==> src/rtl/mc_pkg.sv <==
// Shared types and encodings for the multi-cycle sequencer and its wait timer.
package mc_pkg;

  typedef enum logic [3:0] {
    S_IDLE    = 4'd0,
    S_FETCH   = 4'd1,
    S_DECODE  = 4'd2,
    S_MEMADR  = 4'd3,
    S_MEMRD   = 4'd4,
    S_MEMWB   = 4'd5,
    S_MEMWR   = 4'd6,
    S_RTEXE   = 4'd7,
    S_ALUWB   = 4'd8,
    S_ADDIEXE = 4'd9,
    S_ADDIWB  = 4'd10,
    S_BRANCH  = 4'd11,
    S_JUMP    = 4'd12,
    S_FAULT   = 4'd13
  } state_e;

  localparam logic [5:0] OP_RTYPE = 6'h00;
  localparam logic [5:0] OP_LW    = 6'h23;
  localparam logic [5:0] OP_SW    = 6'h2B;
  localparam logic [5:0] OP_BEQ   = 6'h04;
  localparam logic [5:0] OP_ADDI  = 6'h08;
  localparam logic [5:0] OP_J     = 6'h02;
  localparam logic [5:0] OP_JAL   = 6'h03;
  localparam logic [5:0] OP_HALT  = 6'h3F;

  localparam logic [1:0] PCSRC_ALU    = 2'b00;
  localparam logic [1:0] PCSRC_ALUOUT = 2'b01;
  localparam logic [1:0] PCSRC_JUMP   = 2'b10;

  localparam logic [1:0] REGDST_RT = 2'b00;
  localparam logic [1:0] REGDST_RD = 2'b01;
  localparam logic [1:0] REGDST_RA = 2'b10;

  localparam logic [1:0] M2R_ALUOUT = 2'b00;
  localparam logic [1:0] M2R_MEM    = 2'b01;
  localparam logic [1:0] M2R_PC     = 2'b10;

  localparam logic [1:0] ALUB_RD2    = 2'b00;
  localparam logic [1:0] ALUB_FOUR   = 2'b01;
  localparam logic [1:0] ALUB_IMM    = 2'b10;
  localparam logic [1:0] ALUB_IMM_SH = 2'b11;

  localparam logic [1:0] ALUOP_ADD   = 2'b00;
  localparam logic [1:0] ALUOP_SUB   = 2'b01;
  localparam logic [1:0] ALUOP_FUNCT = 2'b10;

  localparam int WAIT_W = 8;

endpackage

==> src/rtl/mc_wait_timer.sv <==
// Counts consecutive stalled cycles of a memory access and flags the cycle
// on which the stall budget is used up.
module mc_wait_timer
  import mc_pkg::*;
#(
  parameter int MEM_WAIT_MAX = 15
) (
  input  logic clock,
  input  logic reset_n,
  input  logic active_i,
  input  logic ready_i,
  output logic timeout_o
);

  localparam logic [WAIT_W-1:0] LAST_WAIT = WAIT_W'(MEM_WAIT_MAX - 1);

  logic [WAIT_W-1:0] cnt_q, cnt_d;

  // cnt_q holds the stalls already seen, so this cycle is stall number cnt_q+1
  assign timeout_o = active_i && !ready_i && (cnt_q == LAST_WAIT);

  always_comb begin
    cnt_d = '0;
    if (active_i && !ready_i && !timeout_o) begin
      cnt_d = cnt_q + WAIT_W'(1);
    end
  end

  always_ff @(posedge clock or negedge reset_n) begin
    if (!reset_n) begin
      cnt_q <= '0;
    end else begin
      cnt_q <= cnt_d;
    end
  end

endmodule

==> src/rtl/multicycle_controller.sv <==
// Multi-cycle FETCH/DECODE/EXECUTE/MEM/WB sequencer driving the datapath
// controls over one shared memory port.
//  state   | meaning              state   | meaning
//  IDLE    | waiting for start    RTEXE   | R-type ALU op
//  FETCH   | instruction read     ALUWB   | R-type writeback
//  DECODE  | dispatch on opcode   ADDIEXE | addi ALU op
//  MEMADR  | lw/sw address        ADDIWB  | addi writeback
//  MEMRD   | data read            BRANCH  | beq compare/update
//  MEMWB   | load writeback       JUMP    | j / jal
//  MEMWR   | data write           FAULT   | trapped until reset
module multicycle_controller
  import mc_pkg::*;
#(
  parameter int MEM_WAIT_MAX = 15,
  parameter int CNT_W        = 32
) (
  input  logic             clock,
  input  logic             reset_n,
  input  logic             start,
  input  logic [5:0]       opcode,
  input  logic             zero,
  input  logic             memReady,
  output logic             memReq,
  output logic             memWE,
  output logic             iOrD,
  output logic             irWrite,
  output logic             pcWrite,
  output logic [1:0]       pcSrc,
  output logic             regWrite,
  output logic [1:0]       regDst,
  output logic [1:0]       memToReg,
  output logic             aluSrcA,
  output logic [1:0]       aluSrcB,
  output logic [1:0]       aluOp,
  output logic             busy,
  output logic             fault,
  output logic [CNT_W-1:0] instrCount,
  output logic [3:0]       stateDbg
);

  state_e           state_q, state_d;
  logic [CNT_W-1:0] count_q, count_d;
  logic             retire;
  logic             in_mem;
  logic             timeout;

  assign in_mem = (state_q == S_FETCH) || (state_q == S_MEMRD) || (state_q == S_MEMWR);

  mc_wait_timer #(
    .MEM_WAIT_MAX(MEM_WAIT_MAX)
  ) u_wait_timer (
    .clock    (clock),
    .reset_n  (reset_n),
    .active_i (in_mem),
    .ready_i  (memReady),
    .timeout_o(timeout)
  );

  always_comb begin
    state_d  = state_q;
    retire   = 1'b0;
    memReq   = 1'b0;
    memWE    = 1'b0;
    iOrD     = 1'b0;
    irWrite  = 1'b0;
    pcWrite  = 1'b0;
    pcSrc    = PCSRC_ALU;
    regWrite = 1'b0;
    regDst   = REGDST_RT;
    memToReg = M2R_ALUOUT;
    aluSrcA  = 1'b0;
    aluSrcB  = ALUB_RD2;
    aluOp    = ALUOP_ADD;
    fault    = 1'b0;
    unique case (state_q)
      S_IDLE: begin
        if (start) state_d = S_FETCH;
      end
      S_FETCH: begin
        memReq  = 1'b1;
        aluSrcB = ALUB_FOUR;
        if (memReady) begin
          irWrite = 1'b1;
          pcWrite = 1'b1;
          state_d = S_DECODE;
        end else if (timeout) begin
          state_d = S_FAULT;
        end
      end
      S_DECODE: begin
        aluSrcB = ALUB_IMM_SH;
        unique case (opcode)
          OP_RTYPE:     state_d = S_RTEXE;
          OP_LW, OP_SW: state_d = S_MEMADR;
          OP_BEQ:       state_d = S_BRANCH;
          OP_ADDI:      state_d = S_ADDIEXE;
          OP_J, OP_JAL: state_d = S_JUMP;
          OP_HALT: begin
            state_d = S_IDLE;
            retire  = 1'b1;
          end
          default:      state_d = S_FAULT;
        endcase
      end
      S_MEMADR: begin
        aluSrcA = 1'b1;
        aluSrcB = ALUB_IMM;
        state_d = (opcode == OP_SW) ? S_MEMWR : S_MEMRD;
      end
      S_MEMRD: begin
        memReq = 1'b1;
        iOrD   = 1'b1;
        if (memReady)     state_d = S_MEMWB;
        else if (timeout) state_d = S_FAULT;
      end
      S_MEMWB: begin
        regWrite = 1'b1;
        memToReg = M2R_MEM;
        state_d  = S_FETCH;
        retire   = 1'b1;
      end
      S_MEMWR: begin
        memReq = 1'b1;
        memWE  = 1'b1;
        iOrD   = 1'b1;
        if (memReady) begin
          state_d = S_FETCH;
          retire  = 1'b1;
        end else if (timeout) begin
          state_d = S_FAULT;
        end
      end
      S_RTEXE: begin
        aluSrcA = 1'b1;
        aluOp   = ALUOP_FUNCT;
        state_d = S_ALUWB;
      end
      S_ALUWB: begin
        regWrite = 1'b1;
        regDst   = REGDST_RD;
        state_d  = S_FETCH;
        retire   = 1'b1;
      end
      S_ADDIEXE: begin
        aluSrcA = 1'b1;
        aluSrcB = ALUB_IMM;
        state_d = S_ADDIWB;
      end
      S_ADDIWB: begin
        regWrite = 1'b1;
        state_d  = S_FETCH;
        retire   = 1'b1;
      end
      S_BRANCH: begin
        aluSrcA = 1'b1;
        aluOp   = ALUOP_SUB;
        pcSrc   = PCSRC_ALUOUT;
        pcWrite = zero;
        state_d = S_FETCH;
        retire  = 1'b1;
      end
      S_JUMP: begin
        pcSrc   = PCSRC_JUMP;
        pcWrite = 1'b1;
        if (opcode == OP_JAL) begin
          regWrite = 1'b1;
          regDst   = REGDST_RA;
          memToReg = M2R_PC;
        end
        state_d = S_FETCH;
        retire  = 1'b1;
      end
      S_FAULT: begin
        fault = 1'b1;
      end
      default: state_d = S_FAULT;
    endcase
  end

  assign count_d    = retire ? count_q + CNT_W'(1) : count_q;
  assign busy       = (state_q != S_IDLE) && (state_q != S_FAULT);
  assign instrCount = count_q;
  assign stateDbg   = state_q;

  always_ff @(posedge clock or negedge reset_n) begin
    if (!reset_n) begin
      state_q <= S_IDLE;
      count_q <= '0;
    end else begin
      state_q <= state_d;
      count_q <= count_d;
    end
  end

endmodule

==> config.mk <==
export PLATFORM = sky130hd
export DESIGN_NAME = multicycle_controller
export DESIGN_NICKNAME = d
export VERILOG_FILES = /design/src/rtl/mc_pkg.sv /design/src/rtl/mc_wait_timer.sv /design/src/rtl/multicycle_controller.sv
export SDC_FILE = /design/constraint.sdc
export NUM_CORES = 1
export LEC_CHECK = 0
export ABC_AREA = 0
export BUFFER_PORTS_ARGS = -buffer_cell sky130_fd_sc_hd__buf_2
export CELL_PAD_IN_SITES_DETAIL_PLACEMENT = 0
export CELL_PAD_IN_SITES_GLOBAL_PLACEMENT = 1
export CORE_MARGIN = 8
export CORE_UTILIZATION = 40
export DETAILED_ROUTE_END_ITERATION = 8
export PLACE_DENSITY_LB_ADDON = 0.2
export SLEW_MARGIN = 20
export SYNTH_ARGS = -nofsm -noshare
export SYNTH_HDL_FRONTEND = slang
export SYNTH_HIERARCHICAL = 1
export SYNTH_SLANG_ARGS = --single-unit
==> constraint.sdc <==
create_clock -name clock -period 2.1 [get_ports clock]
set_input_delay 0.21 -clock clock [delete_from_list [all_inputs] [get_ports clock]]
set_output_delay 0.21 -clock clock [all_outputs]
set_load 0.05 [all_outputs]
## Word-level counts from Yosys, hierarchy flattened

Cells that the tools add are included.

| storage, ports and cells | value |
|---|---|
| flip-flop bits (word level) | 44 |
| bits in latches | 0 |
| bits in writable memories | 0 |
| ROM bits | 0 |
| input port bits | 11 |
| output and inout port bits | 55 |
| logic and storage cells | 76 |
| memories kept | 0 |

| cells by class | value |
|---|---|
| add/sub/neg operators | 2 |
| multipliers | 0 |
| divide/modulo/power cells | 0 |
| magnitude comparators | 0 |
| equal/unequal tests | 23 |
| shift-type cells | 0 |
| mux-type cells | 27 |
| bitwise operators | 1 |
| reductions and logical operators | 20 |

Operators by type and width:

| kind | number |
|---|---|
| one-hot mux 4 bit (10 select lines) | 1 |
| adder 32 x 1 -> 32 bit, second input constant | 1 |
| equality test 4 bit, second input constant | 6 |
| one-hot mux 4 bit (6 select lines) | 1 |
| 2-to-1 mux 4 bit | 5 |
| equality test 6 bit, second input constant | 3 |
| equality test 4 x 3 -> 1 bit, second input constant | 4 |
| one-hot mux 2 bit (2 select lines) | 4 |
| equality test 6 x 2 -> 1 bit, second input constant | 2 |
| 2-to-1 mux 1 bit | 9 |
| adder 8 x 1 -> 8 bit, second input constant | 1 |
| equality test 4 x 2 -> 1 bit, second input constant | 2 |
| equality test 8 x 4 -> 1 bit, second input constant | 1 |
| 2-to-1 mux 8 bit | 1 |
| OR reduction 2 bit | 4 |
| equality test 6 x 3 -> 1 bit, second input constant | 1 |
| equality test 6 x 4 -> 1 bit, second input constant | 1 |
| logical NOT 6 bit | 1 |
| one-hot mux 1 bit (3 select lines) | 2 |
| one-hot mux 2 bit (3 select lines) | 1 |
| OR reduction 3 bit | 2 |
| OR reduction 5 bit | 1 |
| equality test 4 x 1 -> 1 bit, second input constant | 1 |
| logical AND 1 bit | 4 |
| 11 further kinds | 14 |

## Logic depth before layout (Yosys ltp)

| depth | value |
|---|---|
| depth after elaboration | 8 |
| gate-level depth with buffers | 10 |
| depth with buffers taken out | 9 |

## By module

The synthesis kept the hierarchy.

By module, submodules not included:

| module | times used | cells an instance | area each (um2) | seq. area each (um2) |
|---|---|---|---|---|
| multicycle_controller | 1 | 240 | 2199.6 | 900.9 |
| mc_wait_timer | 1 | 40 | 399.1 | 200.2 |

## Least setup slack after synthesis

No wires, ideal clock.

| path | value |
|---|---|
| kind | flip-flop to output port |
| start point | register state_q[3], in the netlist stateDbg[3] |
| end point | output port pcWrite |
| data arrival time | 2.775 ns |
| required time | 1.890 ns |
| slack | -0.885 ns |
| stages on the path, launching flop included | 5 |
| path buffers | 1 |
| cells stage by stage | dfrtp_1 > buf_2 > or2_2 > nor3_1 > a211o_1 |

| on the way | value |
|---|---|
| word-level cells in the longest chain between the ends | 2 |

RTL lines:

| what | line | source |
|---|---|---|
| start: declaration | multicycle_controller.sv:41 | `state_e state_q, state_d;` |
| start signal: assignment | multicycle_controller.sv:190 | `state_q <= state_d;` |
| equality test 4 bit / equality test 4 x 1 -> 1 bit (equally long branches) | multicycle_controller.sv:75 | `unique case (state_q)` |
| one-hot mux 1 bit (3 select lines) (*) | multicycle_controller.sv:75 |  |
| end: declaration | multicycle_controller.sv:27 | `output logic pcWrite,` |

Mark *: on every way between the ends. The rest lies on a longest branch, timed or not.

## Final worst setup path

| path | value |
|---|---|
| start point | register state_q[2], in the netlist stateDbg[2] |
| end point | output port pcWrite |

Same word-level chain as after synthesis.

==> impl_metrics.env <==
export IMPL_vias_per_cell=5.26
export IMPL_clock_root_buffer="clkbuf_8"
export IMPL_num_vias=2283
export IMPL_boundaryPins=66
export IMPL_die_w_um=96.6
export IMPL_ff2ff_path_depth=6
export IMPL_r2r_setup_slack_ns=0.13
export IMPL_path_cells="buf_4 > or2_2 > nor3_4 > a211o_1 > buf_4"
export IMPL_tightest_slew_ns=0.480
export IMPL_final_nets=371
export IMPL_maxCapViolCount=0
export IMPL_grt_max_degree=19
export IMPL_grt_antenna_before_repair=0
export IMPL_final_cells=434
export IMPL_totalPowerFinal_mw=4.01
export IMPL_cts_buffer_depth=2
export IMPL_crit_path_max_fanout=15
export IMPL_syn_nets=294
export IMPL_synth_edf_count=0
export IMPL_path_common_cell="buf_4"
export IMPL_fin_tns_setup_ns=0
export IMPL_slew_headroom_pct=67.7
export IMPL_status="finished, final reports clean"
export IMPL_drt_iter0_markers=63
export IMPL_core_um2=6310
export IMPL_timing_hold_ws_ns=0.255
export IMPL_period_share_pct=94.8
export IMPL_cp_slowest_cell="dfrtp_2"
export IMPL_diodes=0
export IMPL_critPathArrivalTime_ns=1.78
export IMPL_rr_endpoint="instrCount[6]"
export IMPL_syn_inst=280
export IMPL_dr_pass1_iters=4
export IMPL_min_from="start"
export IMPL_dpl_hpwl_mm=4.97
export IMPL_synthArstFlopShare_pct=100
export IMPL_max_stage_delay_ns=0.45
export IMPL_clock_fmax_mhz=502
export IMPL_min_to="stateDbg[2]"
export IMPL_cts_sinks=44
export IMPL_grt_pass1_wl_mm=11.6
export IMPL_place_inst=424
export IMPL_p_leak_nw=1.53
export IMPL_port_buffers=65
export IMPL_rows=29
export IMPL_grt_overflow=0
export IMPL_synth_warnings=6
export IMPL_worstHoldPathType="input pin to register"
export IMPL_min_period_ns=1.99
export IMPL_synth_seq_area_share_pct=42.4
export IMPL_worstSetupPathType="register to primary output"
export IMPL_die_area_um2=9330
export IMPL_track_usage_pct=14.3
export IMPL_finalHoldViolCount=0
export IMPL_numCtsBuffers=5
export IMPL_wl_per_cell_um=14.9
export IMPL_area_delta_synth_final_pct=24.6
export IMPL_clkSlewWorstSetupHoldPaths_ns=0.08
export IMPL_hold_path_cell_count=3
export IMPL_antenna_left=0
export IMPL_r2r_start="stateDbg[2]"
export IMPL_gp_congestion=0.794
export IMPL_required_ns=1.89
export IMPL_avgSynthCellArea_um2=9.28
export IMPL_drt_wl_total_mm=6.46
export IMPL_worst_setup_path_start_kind="register"
export IMPL_grt_pass1_vias=2353
export IMPL_start_util_pct=41.2
export IMPL_rsz0062_at_grt="no"
export IMPL_synth_area_um2=2600
export IMPL_drive_gt1_share_pct=34.7
export IMPL_irDropWorstVdd_mv=0.660
export IMPL_synthFlopType="dfrtp_1"
export IMPL_finalSetupViolCount=0
export IMPL_ys_ff_latch=44
export IMPL_drv_slew=0
export IMPL_synth_cell_type_count=52
export IMPL_clk_latency_ns=0.29
export IMPL_die_h_um=96.6
export IMPL_drc=0
export IMPL_cts_tree="built"
export IMPL_endpoint_kind="primary output"
export IMPL_powerDensity_nw_per_um2=1240
export IMPL_htreeDepth=2
export IMPL_finClkSkew_ns=0.00733
cells in the final DEF (no fill, tap or decap), drive strengths merged, types with 8 or more instances in the layout:
cell   count
xnor2     20
dfrtp     44
nor2      34
nor3      11
o21ai     13
buf       80
nand2     19
nand4     11
a21oi     14
nor4       9
nand3     16
xor2      15
inv       12
and3       8
cell usage after synthesis (5+ instances only):
cell type / number / area share, %
nand2_1: 19 / 2.7
and3_1: 8 / 1.9
nand3_1: 15 / 2.9
nor4_1: 7 / 1.7
nor2_1: 34 / 4.9
buf_2: 5 / 0.96
dfrtp_1: 44 / 42
xor2_1: 15 / 5.1
nand4_1: 8 / 1.9
nand2b_1: 6 / 1.4
o21ai_0: 13 / 2.5
a21oi_1: 12 / 2.3
inv_1: 11 / 1.6
nor3_1: 9 / 1.7
xnor2_1: 20 / 6.7
worst max path at each step:
| stage | start | end | slack (ns) | cells after the start |
|---|---|---|---|---|
| after floorplan | stateDbg[3] | pcWrite | -0.21 | 4 |
| after global placement | stateDbg[3] | stateDbg[2] | 0.19 | 6 |
| after detailed placement | stateDbg[1] | stateDbg[1] | 0.17 | 9 |
| after CTS | stateDbg[2] | pcWrite | 0.02 | 5 |
| after global routing | stateDbg[3] | pcWrite | 0.002 | 5 |
| final | stateDbg[2] | pcWrite | 0.11 | 5 |
critical path, delay by kind of cell (launching register included):
family | cells | cell delay [ns]
AOI/OAI and AO/OA | 1 | 0.12
buffers and inverters | 2 | 0.38
DFF | 1 | 0.45
and+or+nand+nor | 2 | 0.54
flip-flops by register name, summed over array words and instances (netlist names):
register and cells:
instrCount 32, u_wait_timer/cnt_q 8, stateDbg 4
stage by stage:
step	area [um2]	utilization, %	setup WS [ns]
final	3240	51.3	0.109
after global routing	3240	51.3	0.00230
after detailed placement	3130	49.5	0.173
after global placement	3130	49.5	0.186
after CTS	3220	51.0	0.0161
after floorplan	2670	-	-0.208
cell families (layout without fill, tap and decap cells):
logic type,Yosys count,in the layout,share of synthesized area [%]
multiplexers,1,1,0.433
XOR/XNOR,35,35,11.8
AO/OA/AOI/OAI,47,47,13.6
AND/OR/NAND/NOR,126,126,26.2
adder cells (fa/ha/maj),3,3,1.44
flip-flops,44,44,42.4
buffers and inverters,24,101,4.14
layout make-up:
class                   count  area [um2]
fillers                   626        3080
well taps                  77        96.3
clock buffers               5        68.8
inverters                  13        48.8
flip-flops and latches     44        1110
repair buffers             81         450
multi-input cells         212        1450
clock inverters             2        12.5
routing by layer:
metal	part of all wire [%]	wire [um]	global-route usage (%)
met3	5.4	349	4.20
met2	47	3060	22.5
met1	46	2980	18.6
met4	1.1	74	3.91
met5	0	0	0
power breakdown:
| group | internal [mW] | total [mW] | switching (mW) |
|---|---|---|---|
| sequential | 0.963 | 1.10 | 0.132 |
| clock | 0.225 | 0.507 | 0.282 |
| combinational | 0.718 | 2.41 | 1.69 |
timing repair:
action                                  in CTS  in global routing
endpoints found under the setup margin       0                  1
hold endpoints to repair                    14                  0
buffers inserted                             0                  2
gates resized for setup                      0                  3
hold buffers                                 1                  0
(Power assumes the default switching activity.)
